## config.mk

```make
export PLATFORM = sky130hd
export DESIGN_NAME = dmem_bridge
export DESIGN_NICKNAME = d
export VERILOG_FILES = /design/src/rtl/dmem_bridge.sv
export SDC_FILE = /design/constraint.sdc
export NUM_CORES = 1
export LEC_CHECK = 0
export BUFFER_PORTS_ARGS = -buffer_cell sky130_fd_sc_hd__clkbuf_2
export CAP_MARGIN = 0
export CORE_MARGIN = 2
export CORE_UTILIZATION = 46
export CTS_CLUSTER_SIZE = 24
export DETAILED_ROUTE_END_ITERATION = 8
export PLACE_DENSITY = 0.8
export SYNTH_ARGS = -nofsm -noshare
export SYNTH_HDL_FRONTEND = slang
export SYNTH_SLANG_ARGS = --single-unit
```

## constraint.sdc

```tcl
create_clock -name i_clk -period 3.55 [get_ports i_clk]
set_input_delay 0.355 -clock i_clk [delete_from_list [all_inputs] [get_ports i_clk]]
set_output_delay 0.355 -clock i_clk [all_outputs]
set_load 0.1 [all_outputs]
```

## src/rtl/dmem_bridge.sv

```systemverilog
// dmem_bridge: LSU-to-bus data-memory bridge with a one-entry store buffer and a bus watchdog
// Ports: i_clk/i_rst (async, active-high) | LSU side: i_valid, i_is_store, i_addr,
//   i_store_data, i_store_mask -> o_done, o_load_data, o_err |
//   bus side: o_bus_req, o_bus_we, o_bus_addr, o_bus_wdata, o_bus_wmask <- i_bus_ack, i_bus_rdata
module dmem_bridge #(
    parameter int TIMEOUT = 16
) (
    input  logic        i_clk,
    input  logic        i_rst,
    input  logic        i_valid,
    input  logic        i_is_store,
    input  logic [29:0] i_addr,
    input  logic [31:0] i_store_data,
    input  logic [3:0]  i_store_mask,
    output logic        o_done,
    output logic [31:0] o_load_data,
    output logic        o_err,
    output logic        o_bus_req,
    output logic        o_bus_we,
    output logic [29:0] o_bus_addr,
    output logic [31:0] o_bus_wdata,
    output logic [3:0]  o_bus_wmask,
    input  logic        i_bus_ack,
    input  logic [31:0] i_bus_rdata
);
    typedef enum logic [1:0] {IDLE, WR, RD, RESP} state_t;

    localparam logic [7:0] LAST = 8'(TIMEOUT > 0 ? TIMEOUT - 1 : 0);

    state_t     state, nxt;
    logic [7:0] cnt;
    logic       ack, tmo, done, take_st, take_ld;

    // ack and timeout only mean something while a transfer is on the bus;
    // an ack in the final watchdog cycle wins over the abort
    assign ack = o_bus_req && i_bus_ack;
    assign tmo = o_bus_req && !i_bus_ack && (TIMEOUT != 0) && (cnt == LAST);
    assign o_done = done && !i_rst;

    always_comb begin
        nxt = state;
        done = 1'b0;
        take_st = 1'b0;
        take_ld = 1'b0;
        case (state)
            IDLE: if (i_valid) begin
                take_st = i_is_store;
                take_ld = !i_is_store;
                done = i_is_store;
                nxt = i_is_store ? WR : RD;
            end
            WR: if (ack || tmo) begin
                // a store is only taken on a real ack; an aborted drain never accepts one
                if (i_valid && i_is_store && !tmo) begin
                    take_st = 1'b1;
                    done = 1'b1;
                end else if (i_valid && !i_is_store) begin
                    take_ld = 1'b1;
                    nxt = RD;
                end else begin
                    nxt = IDLE;
                end
            end
            RD: nxt = (ack || tmo) ? RESP : RD;
            default: begin
                done = 1'b1;
                nxt = IDLE;
            end
        endcase
    end

    always_ff @(posedge i_clk or posedge i_rst) begin
        if (i_rst) begin
            state <= IDLE;
            cnt <= 8'd0;
            o_bus_req <= 1'b0;
            o_bus_we <= 1'b0;
            o_bus_addr <= 30'd0;
            o_bus_wdata <= 32'd0;
            o_bus_wmask <= 4'd0;
            o_load_data <= 32'd0;
            o_err <= 1'b0;
        end else begin
            state <= nxt;
            o_bus_req <= (nxt == WR) || (nxt == RD);
            o_err <= tmo;
            cnt <= (take_st || take_ld || ack || !o_bus_req) ? 8'd0 : cnt + 8'd1;
            if (take_st) begin
                o_bus_we <= 1'b1;
                o_bus_addr <= i_addr;
                o_bus_wdata <= i_store_data;
                o_bus_wmask <= i_store_mask;
            end else if (take_ld) begin
                o_bus_we <= 1'b0;
                o_bus_addr <= i_addr;
                o_bus_wdata <= 32'd0;
                o_bus_wmask <= 4'd0;
            end
            if (state == RD && (ack || tmo))
                o_load_data <= ack ? i_bus_rdata : 32'd0;
        end
    end
endmodule
```

* Yosys cells after proc, flatten, opt, wreduce, memory -nomap -nowiden
Index checks and enable logic that the tools add are counted.
Storage, ports and cells: bits in read-only memories 0, logic and storage cells 62, bits in writable memories 0, register bits 111, input port bits 103, memories kept 0, output and inout port bits 102, latch bits 0
Cells by class: reduce and logical (&&, ||, !) cells 20, multiply operators 0, $lt $le $gt $ge 0, mux-type cells 27, equal/unequal tests 5, add/sub/neg operators 1, shift-type cells 0, divide/modulo/power cells 0, bitwise operators 0
Operators with widths (number):
- $mux W32 | 3
- $mux W30 | 2
- $mux W1 | 10
- $mux W2 | 5
- $add A8 B1 Y8 const B | 1
- $eq A8 B4 Y1 const B | 1
- $logic_and A1 B1 Y1 | 8
- $mux W4 | 2
- $mux W8 | 1
- $pmux W2 S3 | 1
- $logic_not A1 Y1 | 5
- $logic_or A1 B1 Y1 | 5
- $eq A2 B1 Y1 const B | 2
- $eq A2 B2 Y1 const B | 2
- $pmux W1 S2 | 2
- $pmux W1 S3 | 1
- $logic_not A2 Y1 | 1
- $reduce_bool A2 Y1 | 1

* Logic depth before layout (Yosys ltp)
word-level depth 12, gate-level depth with buffers 7, gate-level depth less buffers 5

* Least setup slack after synthesis
No wires, ideal clock.
kind reg2out, from reg o_bus_req, to out o_done, arrival 3.262 ns, setup slack -0.067 ns, required time 3.195 ns, cell stages (with the launch flop) 7, path buffers 2, path through dfrtp_1 > a21bo_2 > and3_1 > clkbuf_1 > clkbuf_1 > a21oi_1 > nor2_1
Between the ends: cells in the longest elaborated chain, start to end 8, elaborated cells between the ends (all ways) 10, classes of those cells mux: 3; reduce/logical: 7
RTL lines:
- from (decl) | line 18 | output logic o_bus_req,
- from (signal assigned) | line 85 | o_bus_req <= (nxt == WR) || (nxt == RD);
- $logic_and A1 B1 Y1 (2 in a row) | line 37 | assign tmo = o_bus_req && !i_bus_ack && (TIMEOUT != 0) && (cnt == LAST);
- $logic_not A1 Y1 | line 54 | if (i_valid && i_is_store && !tmo) begin
- $logic_and A1 B1 Y1 | line 54
- $mux W1 | line 54
- $mux W1 (*) | line 52 | WR: if (ack || tmo) begin
- $pmux W1 S3 (*) | line 45 | case (state)
- $logic_and A1 B1 Y1 (*) | line 38 | assign o_done = done && !i_rst;
- to (decl) | line 15 | output logic o_done,
Every way passes the cells marked *; elsewhere a longest branch is shown, timed or not.

* Worst setup path after layout
from reg state[0], to out o_done
Between the ends: cells in the longest elaborated chain, start to end 3, elaborated cells between the ends (all ways) 5, classes of those cells eq/ne: 2; mux: 1; reduce/logical: 2
RTL lines:
- from (decl) | line 30 | state_t state, nxt;
- from (signal assigned) | line 84 | state <= nxt;
- $eq A2 B2 Y1, or another cell as far along | line 45
- $pmux W1 S3 (*) | line 45
- $logic_and A1 B1 Y1 (*) | line 38
Marked as above.

==> summary.md <==
| Metric | Value |
|---|---|
| Yosys warns | `0` |
| GR peak layer | `met2` |
| Initial Util | `a little under half` |
| Area grow syn2layout | `31.2%` |
| FF-to-FF path depth | `6` |
| Grt met1 use | `roughly 27%` |
| Ports | `205` |
| Synth area leader | `dfrtp_1` |
| Router iterations before antenna repair | `5` |
| Adder-cell share of the synthesized area | `less than 1%` |
| Synth Area in XOR/XNOR | `about 1.3%` |
| Seq/Total Area, Yosys | `between 60% and 70%` |
| IO buf count | `204` |
| FF-to-FF Start | `cnt[0]` |
| Gr ovfl total | `0` |
| Critical path arrival | `between 2000 and 2500 ps` |
| Main combinational cell family by area after synthesis | `compound AO/OA/AOI/OAI gates` |
| Area contributors post-synth | `dfrtp_1 (67%), a22o_1 (14%), mux2_2 (7.0%)` |
| Crit path time final | `~2600 ps` |
| Crit-path cells | `a21bo_2 -> and3_1 -> buf_4 -> a21oi_1 -> nor2_2 -> clkbuf_2` |
| Slew HR | `26.7%` |
| Main synth FF type | `dfrtp_1` |
| Vias after detailed routing | `around 3100` |
| Iter 0 DRT Violations | `64` |
| Area of the multi-input gates | `between 1000 and 1500 um^2` |
| Worst Max-Slew Pin Slew | `about 1100 ps` |
| Avg Synthesized Cell Area | `14.6 um^2` |
| Via/cell ratio | `about 5.2` |
| Crit path max-delay cell type | `dfrtp_1` |
| Mapped Cells | `286` |
| Post CTS Setup Buffer Count | `0` |
| CP Capture Type | `primary output` |
| Crit. Startpoint | `state[0]` |
| Largest net degree at the start of global routing | `92` |
| Crit path to | `o_done` |
| Final-stage net count | `592` |
| Post-synthesis register bit count | `around 110` |
| Mux cell area share after synthesis | `8.45%` |
| Pins over their slew limit | `0` |
| Clock Latency Late Sink | `approximately 360 ps` |
| Clock buffer depth | `2` |
| Post-CTS sizing | `0` |
| Register area | `approximately 2800 um^2` |
| Setup_tns | `0 ps` |
| Die Area | `a little under 10000 um^2` |
| Vias in the first global route | `between 3000 and 4000` |
| Die X | `99.3 um` |
| H-tree Lvls | `3` |
| Simple-Gate Fraction of Synth Area | `under 10%` |
| Status | `finished clean` |
| Async set-reset flop share out of synthesis | `100%` |
| Hold buffers post-CTS | `0` |
| Final setup viols | `0` |
| DP Wirelength | `7090 um` |
| Die Height | `~99 um` |
| FMAX | `~0.38 GHz` |
| Worst Path Required | `roughly 3200 ps` |
| N_diodes | `0` |
| Final WL | `9740 um` |
| Met2 Track Usage GR | `a little under a third` |
| Synth Area in Compound Gates | `roughly 17%` |
| Syn Nets | `between 300 and 400` |
| Yosys cell types | `33` |
| RSZ-0062 raised after global routing | `no` |
| Met3 Use GR | `between 4 and 5%` |
| Gr usage total | `roughly 20%` |
| Setup Skew | `12.4 ps` |
| Wire length of the first global-routing pass | `around 16000 um` |
| CTS Buf Count | `9` |
| Core Region | `roughly 8800 um^2` |
| Worst min-delay path category | `in2reg` |
| R2r endpoint | `o_bus_addr[0]` |
| Final ANT Viol Nets | `0` |
| Clock sink count | `between 100 and 150` |
| Number of synthesized flops with an enable pin | `0` |
| Final hold vios | `0` |
| Fillers | `between 600 and 700` |
| Initial antenna violation count | `0` |
| Crit-path max cell delay | `between 400 and 500 ps` |
| Critical setup path kind | `reg2out` |
| Root buffer cell | `clkbuf_8` |
| Synth top area share | `roughly two thirds` |
| Num rows | `34` |
| Period utilization | `between 70 and 80%` |
| Gp weighted congestion | `around 0.86` |
| DRC Markers | `0` |
| Total of max-cap violations | `0` |
| Syn Std Cell Area | `between 4000 and 5000 um^2` |
| Crit-path max FO | `37` |
| CTS clk-pin slew, worst paths | `between 100 and 150 ps` |
| CTS tree | `yes` |
| Routed WL per cell | `16.2 um` |
| Share of cells above drive strength 1 | `53.0%` |
| Worst Setup Start Kind | `register` |
| Reg2Reg Setup Slack | `between 1000 and 1500 ps` |
## cell usage in the layout (no fill, tap or decap), drive strengths merged
master / netlist / final
o21bai: 1 / 1
nand2: 3 / 3
clkinv: 0 / 4
o22ai: 1 / 1
nor4: 1 / 1
nor2: 12 / 12
nand2b: 3 / 3
a22o: 68 / 68
xnor2: 4 / 4
a21o: 1 / 1
o21ai: 1 / 1
o31ai: 1 / 1
clkbuf: 10 / 214
nand3: 3 / 3
and3: 3 / 3
a31oi: 1 / 1
nor2b: 1 / 1
o311ai: 1 / 1
xor2: 2 / 2
mux2: 30 / 30
buf: 8 / 5
a211oi: 1 / 1
a21oi: 5 / 5
ha: 1 / 1
nor3: 4 / 4
dfrtp: 111 / 111
or4: 1 / 1
a21bo: 1 / 1
a211o: 1 / 1
inv: 5 / 6
or3: 1 / 1
## sequential cells by signal, indices dropped and copies added (netlist names)
register     count
o_bus_wdata     32
o_load_data     32
o_bus_addr      30
cnt              8
o_bus_wmask      4
state            2
o_bus_req        1
o_bus_we         1
o_err            1
## critical path: cells and delay by family (launching register included)
family                 cells  cell delay, ps
buffers and inverters      2             800
DFF                        1             490
AOI/OAI and AO/OA          2             370
and+or+nand+nor            2             240
## metrics by stage
stage          instances  setup WS, ps  util, %  instance area [um^2]  hold WS [ps]
5_1_grt              600           768     62.5                  5480           187
6_report             600           925     62.5                  5480           201
3_3_place_gp         585          1120     60.5                  5300           448
3_5_place_dp         585          1080     60.5                  5300           461
2_1_floorplan        286           264        -                  4180           433
4_1_cts              600           903     62.5                  5480           184
## worst min path at each step
| stage | cells past startpoint | from | slack (ps) | to |
|---|---|---|---|---|
| 6_report | 2 | i_bus_rdata[14] | 200 | o_load_data[14] |
| 2_1_floorplan | 1 | cnt[0] | 430 | cnt[0] |
| 3_5_place_dp | 1 | cnt[0] | 460 | cnt[0] |
| 4_1_cts | 2 | i_bus_rdata[14] | 180 | o_load_data[14] |
| 5_1_grt | 2 | i_bus_rdata[6] | 190 | o_load_data[6] |
| 3_3_place_gp | 1 | cnt[0] | 450 | cnt[0] |
## logic make-up after synthesis
logic type / count (synthesis)
DFF: 111
AOI/OAI and AO/OA: 83
and+or+nand+nor: 32
muxes: 30
buffers and inverters: 23
xor gates and xnor gates: 6
adders and majority gates: 1
## per-layer routing
metal / vias to the layer above / wire length [um] / share of wire [%]
met2: 125 / 4760 / 49
li1: 1452 / - / -
met5: - / 0 / 0
met3: 8 / 640 / 6.6
met1: 1555 / 4230 / 43
met4: 0 / 110 / 1.1
## layout make-up
type / instances / area share, %
clock buffer: 10 / 2.51
tap: 108 / 2.47
inverter: 5 / 0.388
clock inverter: 5 / 0.799
timing repair buffer: 209 / 19.3
multi-input combinational: 152 / 23.8
sequential: 111 / 50.7
## Yosys cell counts (all sizes together), types with 2 or more instances
library cell	count
xnor2	4
mux2	30
inv	5
nand2b	3
dfrtp	111
xor2	2
nor2	12
clkbuf	10
nor3	4
nand3	3
a21oi	5
and3	3
buf	8
a22o	68
nand2	3
Power is not shown: default switching activity piles up to over one toggle a cycle in this logic, so the estimate is an artifact.
